<file path="src/rtl/ring_pkg.sv">
// rtl/ring_pkg.sv - shared ring constants and monitor state encoding
package ring_pkg;

    // Default geometry, shared with the ring counter that drives the monitor.
    localparam int RING_WIDTH = 8;
    localparam int RING_IDX_W = 3;

    typedef enum logic [1:0] {
        ST_ACQUIRE = 2'd0,
        ST_LOCKED  = 2'd1,
        ST_FAULT   = 2'd2
    } ring_state_e;

endpackage

</file>
<file path="src/rtl/onehot_to_bin.sv">
// rtl/onehot_to_bin.sv - combinational one-hot to binary encoder with one-hot validity
//
// Ports:
//   vec_i   WIDTH-bit input vector
//   idx_o   binary position of the set bit (meaningful only when valid_o)
//   valid_o high when exactly one bit of vec_i is set
module onehot_to_bin
    import ring_pkg::*;
#(
    parameter int WIDTH = RING_WIDTH,
    parameter int IDX_W = RING_IDX_W
) (
    input  logic [WIDTH-1:0] vec_i,
    output logic [IDX_W-1:0] idx_o,
    output logic             valid_o
);

    // OR of the positions of all set bits: exact for a one-hot vector,
    // and small because no priority chain is needed.
    always_comb begin
        idx_o = '0;
        for (int i = 0; i < WIDTH; i++) begin
            if (vec_i[i]) begin
                idx_o = idx_o | IDX_W'(i);
            end
        end
    end

    assign valid_o = ($countones(vec_i) == 1);

endmodule

</file>
<file path="src/rtl/ring_monitor.sv">
// rtl/ring_monitor.sv - receive-side checker and decoder for a one-hot ring counter
//
// Optional build macro: RING_MON_STALL_EN (a repeated one-hot sample is a legal hold)
//
// Ports:
//   clk_i         system clock, rising edge
//   sys_rst_i     synchronous active-high reset
//   ring_i        sampled one-hot ring vector (bit i feeds bit i+1, MSB wraps to bit 0)
//   clr_err_i     clears err_cnt_o and fault_o (a simultaneous new fault wins)
//   index_o       registered binary position of the hot bit
//   locked_o      high while in LOCKED
//   fault_o       sticky fault flag
//   onehot_err_o  one-cycle pulse when a sample is not exactly one-hot
//   lap_cnt_o     completed rotations while locked
//   err_cnt_o     saturating fault count
module ring_monitor
    import ring_pkg::*;
#(
    parameter int WIDTH    = RING_WIDTH,
    parameter int IDX_W    = RING_IDX_W,
    parameter int LOCK_CNT = 4,
    parameter int LAP_W    = 16,
    parameter int ERR_W    = 8
) (
    input  logic             clk_i,
    input  logic             sys_rst_i,
    input  logic [WIDTH-1:0] ring_i,
    input  logic             clr_err_i,
    output logic [IDX_W-1:0] index_o,
    output logic             locked_o,
    output logic             fault_o,
    output logic             onehot_err_o,
    output logic [LAP_W-1:0] lap_cnt_o,
    output logic [ERR_W-1:0] err_cnt_o
);

    localparam int GOOD_W = $clog2(LOCK_CNT + 1);

    ring_state_e       state;
    logic [WIDTH-1:0]  prev_q;
    logic [GOOD_W-1:0] good_cnt;

    logic [IDX_W-1:0]  enc_idx;
    logic              onehot_ok;
    logic              advance;
    logic              hold;
    logic              step_ok;
    logic              new_fault;

    onehot_to_bin #(
        .WIDTH (WIDTH),
        .IDX_W (IDX_W)
    ) u_enc (
        .vec_i   (ring_i),
        .idx_o   (enc_idx),
        .valid_o (onehot_ok)
    );

    // A legal advance is the previous sample rotated left by one.
    // prev_q is zero after reset, so the first sample can never advance.
    assign advance = onehot_ok && (ring_i == {prev_q[WIDTH-2:0], prev_q[WIDTH-1]});

`ifdef RING_MON_STALL_EN
    // Rings with a clock enable may repeat a position; that is a hold, not an error.
    assign hold = onehot_ok && (ring_i == prev_q);
`else
    assign hold = 1'b0;
`endif

    assign step_ok   = advance || hold;
    assign new_fault = (state == ST_LOCKED) && !step_ok;

    always_ff @(posedge clk_i) begin
        if (sys_rst_i) begin
            state        <= ST_ACQUIRE;
            prev_q       <= '0;
            good_cnt     <= '0;
            index_o      <= '0;
            locked_o     <= 1'b0;
            fault_o      <= 1'b0;
            onehot_err_o <= 1'b0;
            lap_cnt_o    <= '0;
            err_cnt_o    <= '0;
        end else begin
            prev_q       <= ring_i;
            onehot_err_o <= !onehot_ok;
            if (onehot_ok) begin
                index_o <= enc_idx;
            end

            case (state)
                ST_ACQUIRE: begin
                    if (advance) begin
                        if (good_cnt == GOOD_W'(LOCK_CNT - 1)) begin
                            state    <= ST_LOCKED;
                            locked_o <= 1'b1;
                            good_cnt <= '0;
                        end else begin
                            good_cnt <= good_cnt + 1'b1;
                        end
                    end else if (!hold) begin
                        good_cnt <= '0;
                    end
                end
                ST_LOCKED: begin
                    if (step_ok) begin
                        // Landing on bit 0 by an advance means the ring wrapped.
                        if (advance && ring_i[0]) begin
                            lap_cnt_o <= lap_cnt_o + 1'b1;
                        end
                    end else begin
                        state    <= ST_FAULT;
                        locked_o <= 1'b0;
                    end
                end
                ST_FAULT: begin
                    // One dead cycle: the sample here is ignored for acquisition.
                    state    <= ST_ACQUIRE;
                    locked_o <= 1'b0;
                    good_cnt <= '0;
                end
                default: begin
                    state    <= ST_ACQUIRE;
                    locked_o <= 1'b0;
                    good_cnt <= '0;
                end
            endcase

            // A fault in the same cycle as a clear leaves exactly that one fault recorded.
            if (new_fault) begin
                fault_o <= 1'b1;
                if (clr_err_i) begin
                    err_cnt_o <= ERR_W'(1);
                end else if (err_cnt_o != '1) begin
                    err_cnt_o <= err_cnt_o + 1'b1;
                end
            end else if (clr_err_i) begin
                fault_o   <= 1'b0;
                err_cnt_o <= '0;
            end
        end
    end

endmodule
</file>
<file path="config.mk">
export PLATFORM = sky130hd
export DESIGN_NAME = ring_monitor
export DESIGN_NICKNAME = d
export VERILOG_FILES = /design/src/rtl/ring_pkg.sv /design/src/rtl/onehot_to_bin.sv /design/src/rtl/ring_monitor.sv
export SDC_FILE = /design/constraint.sdc
export NUM_CORES = 1
export LEC_CHECK = 0
export CAP_MARGIN = 20
export CORE_MARGIN = 2
export CORE_UTILIZATION = 45
export CTS_CLUSTER_DIAMETER = 30
export DETAILED_ROUTE_END_ITERATION = 16
export GPL_TIMING_DRIVEN = 0
export PLACE_DENSITY = 0.7
export SKIP_LAST_GASP = 1
export SYNTH_ARGS = -nofsm -noshare
export SYNTH_HDL_FRONTEND = slang
export SYNTH_SLANG_ARGS = --single-unit
</file>
<file path="constraint.sdc">
create_clock -name clk_i -period 6.1 [get_ports clk_i]
set_input_delay 0.915 -clock clk_i [delete_from_list [all_inputs] [get_ports clk_i]]
set_output_delay 0.915 -clock clk_i [all_outputs]
set_load 0.03 [all_outputs]
</file>
==> results of run 1 <==
-- cell families after synthesis --
group,Yosys count,share of synthesized area [%]
compound gates,45,13.08
xor+xnor,11,4.398
fa+ha+maj,15,9.937
buf+inv,21,3.940
flops,42,38.38
mux,1,0.4569
simple gates,112,29.81
-- worst max path at each step --
| stage | end | slack [ns] | cells after the start |
|---|---|---|---|
| after floorplan | lap_cnt_o[10] | 1.72 | 13 |
| after global placement | lap_cnt_o[9] | 0.83 | 14 |
| after detailed placement | lap_cnt_o[15] | 0.79 | 14 |
| after CTS | lap_cnt_o[15] | 1.09 | 14 |
| after global routing | lap_cnt_o[9] | 0.88 | 13 |
| final | lap_cnt_o[15] | 1.12 | 13 |
-- layout make-up --
cell class	count	area (µm²)
fillers	441	1967
multi-input cells	184	1264
flip-flops and latches	42	840.8
repair buffers	39	390.4
clock buffers	7	86.33
well taps	67	83.83
inverters	14	52.55
plain buffers	7	33.78
clock inverters	1	5.005
-- cell usage after synthesis (all sizes together), types with 6 or more instances --
cell / number
or3: 7
a21oi: 15
nor2: 28
nand2: 19
inv: 14
nand3: 6
ha: 11
nand4: 11
xor2: 9
nor3: 6
dfxtp: 42
o21ai: 11
nor2b: 6
and3: 7
-- per-stage QoR --
step	instance area (µm²)	std cells	util (%)
floorplan	2191	247	-
global placement	2665	353	56.42
detailed placement	2665	353	56.42
CTS	2756	361	58.36
global route	2756	361	58.36
finish	2756	361	58.36
-- layer usage --
| layer | GRT usage (%) | up-vias |
|---|---|---|
| li1 | - | 976 |
| met1 | 24.37 | 953 |
| met2 | 29.66 | 31 |
| met3 | 5.213 | 7 |
| met4 | 7.071 | 0 |
| met5 | 0 | - |
-- registers in the layout, summed over array words and instances, names as in the netlist --
name and flops:
lap_cnt_o 16, err_cnt_o 8, prev_q 8, good_cnt 3, index_o 3, fault_o 1, locked_o 1, onehot_err_o 1
state 1
-- critical path, stage by stage --
cell	delay (ns)
clkdlybuf4s50_1	0.50
ha_1	0.26
fa_1	0.54
inv_1	0.06
fa_1	0.53
inv_1	0.04
ha_1	0.19
fa_1	0.47
nor4b_4	0.48
and3_4	0.34
nand4_1	0.32
or3_1	0.43
a21oi_1	0.14
-- cell usage in the layout (no fill, tap or decap), drive strengths merged, types with 11 or more instances in the layout --
master,instances
clkdlybuf4s50,39
nor2,28
a21oi,15
nand4,11
ha,11
dfxtp,42
inv,14
o21ai,11
clkbuf,11
nand2,19
-- power breakdown --
part	total, mW	switching (mW)	internal, mW	leakage, nW
Combinational	0.112	0.0642	0.0481	0.654
Clock	0.186	0.0950	0.0914	0.0482
Sequential	0.290	0.00478	0.285	0.341
==> results.cfg, run 1 <==
[outcome]
outcome = finished, final reports clean

[die]
fp-row-count = 25
die_span_y_um = 73.78
die_area_um2 = 5443
floorplan.core_area_um2 = 4723
fp.dieW_um = 73.78
initial_core_util_pct = 46.38
pin_count = 41

[sta]
grt_setup_unrepaired = false
worst-slew-pin-transition_ns = 0.5557
postLayoutSetupSlackWorst_ns = 1.118
period_share_pct = 81.67
finalWorstPathRequiredPeriod_ns = 4.982
setup_tns_ns = 0
timing.max_slew.rel_slack_pct = 62.67
hold_viol = 0
slew_viol_final = 0
clock.fmax_mhz = 200.7
skew_ns = 0.004032
timing.final.setup_violations = 0
holdWs_ns = 0.4520

[synthesis]
synth_cells = 247
synth_ff_type = dfxtp_1
synth_top_area_share_pct = 38.38
ys.warnings.count = 0
syn_avg_cell_area_um2 = 8.870
synth.top_cells.by_area = dfxtp_1 38%, ha_1 6.3%, nor2_1 4.6%
ys_ff_latch = 42
ys_types = 47
netlist.top_cell.by_area = dfxtp_1
netlist_area_um2 = 2191
synth-edff-count = 0
postSynth.asyncResetShare_pct = 0
ys_seq_area_share_pct = 38.38
synth_fp_nets = 273

[critical_path]
rrSetupSlack_ns = 3.98
crit_type = input pin to register
data_required_critical_path_ns = 6.33
r2r_start = locked_o
critical_path.reg2reg.endpoint = lap_cnt_o[15]
start_kind = input pin
critical_path.endpoint_type = register
critical_path_peak_fanout = 9
r2r.worst_path.cells = 6
worstPathArrival_ns = 5.21
startpoint = ring_i[6]

[routing]
vias_per_cell = 5.449
met3_length_um = 163
topRoutingLayerUsed = met4
drt_wl_total_mm = 4.717
drtPass1Iterations = 5
initialDrtViolationCount = 154
dr_wl_met2_mm = 2.121
route.detailed.wl_per_inst_um = 13.07
wirelength_met1_mm = 2.352
antenna_left = 0
drc_errors = 0
route.vias.total = 1967

[grt]
global_route_wire_length_before_repair_mm = 7.893
first_global_vias = 1779
grt.overflow.total = 0
maximum_number_of_pins_on_one_net_before_global_route_repair = 13
number_of_antenna_violations_at_the_first_check_in_global_routing = 0
grt_use_total_pct = 18.79

[clocking]
root_buffer = clkbuf_8
cts_setup_buffers = 0
cts.sink_count = 42
tritoncts_clock_tree = done
max-clock-path-buffers = 2
path_clk_slew_ns = 0.08
cts_inserted_buffers = 5
clock_insertion_delay_worst_skew_ns = 0.29
cts.htree.levels = 2
cts_hold_repair.buffers = 0
cts_resized = 0

[placed_design]
dp_worst_setup_slack_ns = 0.7886
number_of_buffer_cells_added_on_primary_ports = 39
finalWeightedCongestion = 0.8260
hpwl_after_dpl_mm = 3.453

[run]
cap_violations = 0

[hold_path]
terminating_pin_of_the_worst_hold_path = good_cnt[2]
hold_path.startpoint = good_cnt[2]
worst_hold_path.num_cells = 1
hold_class = register to register

[layout]
layout.nets = 319
insertedDiodeCount = 0
area_growth_pct = 25.81
layout-drive-gt1-share_pct = 6.803

[power_and_ir_drop]
vdd_ir_drop_max_mv = 0.1587
pwr_density_cell_nw_per_um2 = 213.4
power_mw = 0.5883
total_leakage_power_nw = 1.044
Note: power is estimated with default switching activity, not from simulation.
==> run 2, diff against run 1 <==
--- a/config.mk
+++ b/config.mk
@@ -11,7 +11,7 @@
 export CTS_CLUSTER_DIAMETER = 30
 export DETAILED_ROUTE_END_ITERATION = 16
 export GPL_TIMING_DRIVEN = 0
-export PLACE_DENSITY = 0.7
+export PLACE_DENSITY = 0.73
 export SKIP_LAST_GASP = 1
 export SYNTH_ARGS = -nofsm -noshare
 export SYNTH_HDL_FRONTEND = slang
==> constraint.sdc (replaced) <==
create_clock -name clk_i -period 4.4 [get_ports clk_i]
set_input_delay 0.66 -clock clk_i [delete_from_list [all_inputs] [get_ports clk_i]]
set_output_delay 0.66 -clock clk_i [all_outputs]
set_load 0.03 [all_outputs]
==> run 2 against run 1 <==
Net effect: highest routed layer unchanged; clock power increased by 36%; clock skew increased by 0.011 ns; clock-buffer cell count decreased by 2; critical path depth increased by 1; total power increased by 39%; final cell count increased by 1.4%; critical path type unchanged.
==> results.cfg, run 2 (synthesis results as in run 1) <==
[die]
fp-row-count = 25
die_span_y_um = 73.78
floorplan.core_area_um2 = 4723
die_area_um2 = 5443
pin_count = 41
fp.dieW_um = 73.78
initial_core_util_pct = 46.38

[sta]
holdWs_ns = 0.4485
clock.fmax_mhz = 239.8
period_share_pct = 94.77
timing.max_slew.rel_slack_pct = 62.71
timing.final.setup_violations = 0
slew_viol_final = 0
worst-slew-pin-transition_ns = 0.5551
skew_ns = 0.01545
hold_viol = 0
finalWorstPathRequiredPeriod_ns = 4.170
grt_setup_unrepaired = false

[hold_path]
worst_hold_path.num_cells = 1
terminating_pin_of_the_worst_hold_path = good_cnt[2]
hold_class = register to register
hold_path.startpoint = good_cnt[2]

[critical_path]
cp_common_cell = fa_1
rrSetupSlack_ns = 2.42
data_required_critical_path_ns = 4.63
r2r_start = locked_o
critical_path.reg2reg.endpoint = lap_cnt_o[11]
critical_path_peak_fanout = 6
worst_path_largest_cell_delay_ns = 0.53
crit_path_cell_trace = dlygate4sd2_1, ha_1, fa_1, inv_1, fa_1, inv_1, ha_1, fa_1, nor4b_4, and3_4, nand4_4, buf_6, or3_1, a21oi_1
worstPathArrival_ns = 4.40
critical_path.endpoint_type = register
r2r.worst_path.cells = 7
crit_path_top_delay_cell = fa_1
start_kind = input pin
path_buf_inv = 4
crit_type = input pin to register
path_delay_family = adder cells

[routing]
drtPass1Iterations = 4
drt_wl_total_mm = 4.806
route.vias.total = 1982
vias_per_cell = 5.415
initialDrtViolationCount = 150
route.detailed.wl_per_inst_um = 13.13
drc_errors = 0
antenna_left = 0

[power_and_ir_drop]
total_leakage_power_nw = 1.069
pwr_density_cell_nw_per_um2 = 292.6
p_sw_share_pct = 29.38
sequential_fraction_of_design_power_pct = 49.2
vdd_ir_drop_max_mv = 0.1785
switchingPower_mw = 0.2399
power_mw = 0.8163
comb_power_share_pct = 19.8
clkPwrFrac_pct = 31.0
cell_internal_pwr_mw = 0.5765

[grt]
grt.overflow.total = 0
first_global_vias = 1676
maximum_number_of_pins_on_one_net_before_global_route_repair = 15
grt_use_total_pct = 18.50
grt-busiest-layer = met2
global_route_wire_length_before_repair_mm = 7.803
number_of_antenna_violations_at_the_first_check_in_global_routing = 0
grtUsageMet1_pct = 25.11
met2_usage_pct = 29.46
grt_util_met3_pct = 4.252

[layout]
layout.cells.most_common = dfxtp_1
multi_input_area_um2 = 1271
insertedDiodeCount = 0
largest_register = lap_cnt_o
layout-drive-gt1-share_pct = 9.030
top_library_cells_by_usage_in_the_layout_fill_and_taps_aside = 42 x dfxtp_1, 33 x clkdlybuf4s50_1, 27 x nor2_1
fillerInstances = 430
ff_latch_area_um2 = 840.8
area_growth_pct = 27.36
layout.nets = 324
largest_register_ffs = 16
biggestRegsByFlops = lap_cnt_o (16), err_cnt_o (8), prev_q (8)
final_cells = 366
utilization_pct = 59.07

[placed_design]
finalWeightedCongestion = 0.8079
dpl.cell_count = 353
number_of_buffer_cells_added_on_primary_ports = 39
hpwl_after_dpl_mm = 3.423

[clocking]
clock_insertion_delay_worst_skew_ns = 0.30
max-clock-path-buffers = 2
cts_inserted_buffers = 5
cts_hold_repair.buffers = 0
tritoncts_clock_tree = done
cts.sink_count = 42
cts.htree.levels = 2
path_clk_slew_ns = 0.08
root_buffer = clkbuf_8

[outcome]
outcome = finished, final reports clean

[run]
cap_violations = 0
==> run 2: per-stage QoR <==
stage          area (µm²)  setup slack [ns]  setup TNS [ns]
3_3_place_gp         2665           -0.5861          -11.24
5_1_grt              2790           0.07056               0
2_1_floorplan        2191            0.2789               0
3_5_place_dp         2665           -0.6475          -12.72
6_report             2790            0.2302               0
4_1_cts              2790            0.1543               0
==> run 2: repair_timing <==
action / 4_1_cts / 5_1_grt
buffers inserted: 4 / 0
setup endpoints to repair: 22 / 1
gates cloned: 1 / 0
pin swaps: 2 / 1
gates resized for setup: 7 / 0
==> run 2: worst max path at each step <==
stage,from,end,slack [ns],cells after the start
after detailed placement,ring_i[7],lap_cnt_o[15],-0.65,13
after global routing,ring_i[5],lap_cnt_o[6],0.07,15
after global placement,ring_i[5],lap_cnt_o[9],-0.59,14
after floorplan,ring_i[6],lap_cnt_o[10],0.28,13
after CTS,ring_i[6],lap_cnt_o[6],0.15,14
final,ring_i[7],lap_cnt_o[6],0.23,14
==> run 2: layout make-up <==
class / count / share of cell area (%)
repair buffers: 44 / 14.98
plain buffers: 7 / 1.211
clock inverters: 3 / 0.7623
flip-flops and latches: 42 / 30.13
well taps: 67 / 3.004
multi-input cells: 184 / 45.56
clock buffers: 5 / 2.466
inverters: 14 / 1.883
==> run 2: layer usage <==
metal / routed length [µm] / share of wire (%)
met5: 0 / 0
met4: 44 / 0.92
met3: 184 / 3.8
met2: 2252 / 47
met1: 2325 / 48
==> run 2: worst register-to-register path, delay by kind of cell (launching register included) <==
kind / cells / cell delay, ns
simple gates: 4 / 0.96
buf+inv: 2 / 0.46
flops: 1 / 0.35
compound gates: 1 / 0.14
==> run 2: power groups by stage <==
stage	clock [mW]	sequential, mW	combinational (mW)
floorplan	0	0.432	0.0853
global placement	0	0.410	0.156
finish	0.253	0.402	0.162
detailed placement	0	0.410	0.158
CTS	0.256	0.402	0.163
global route	0.271	0.404	0.178
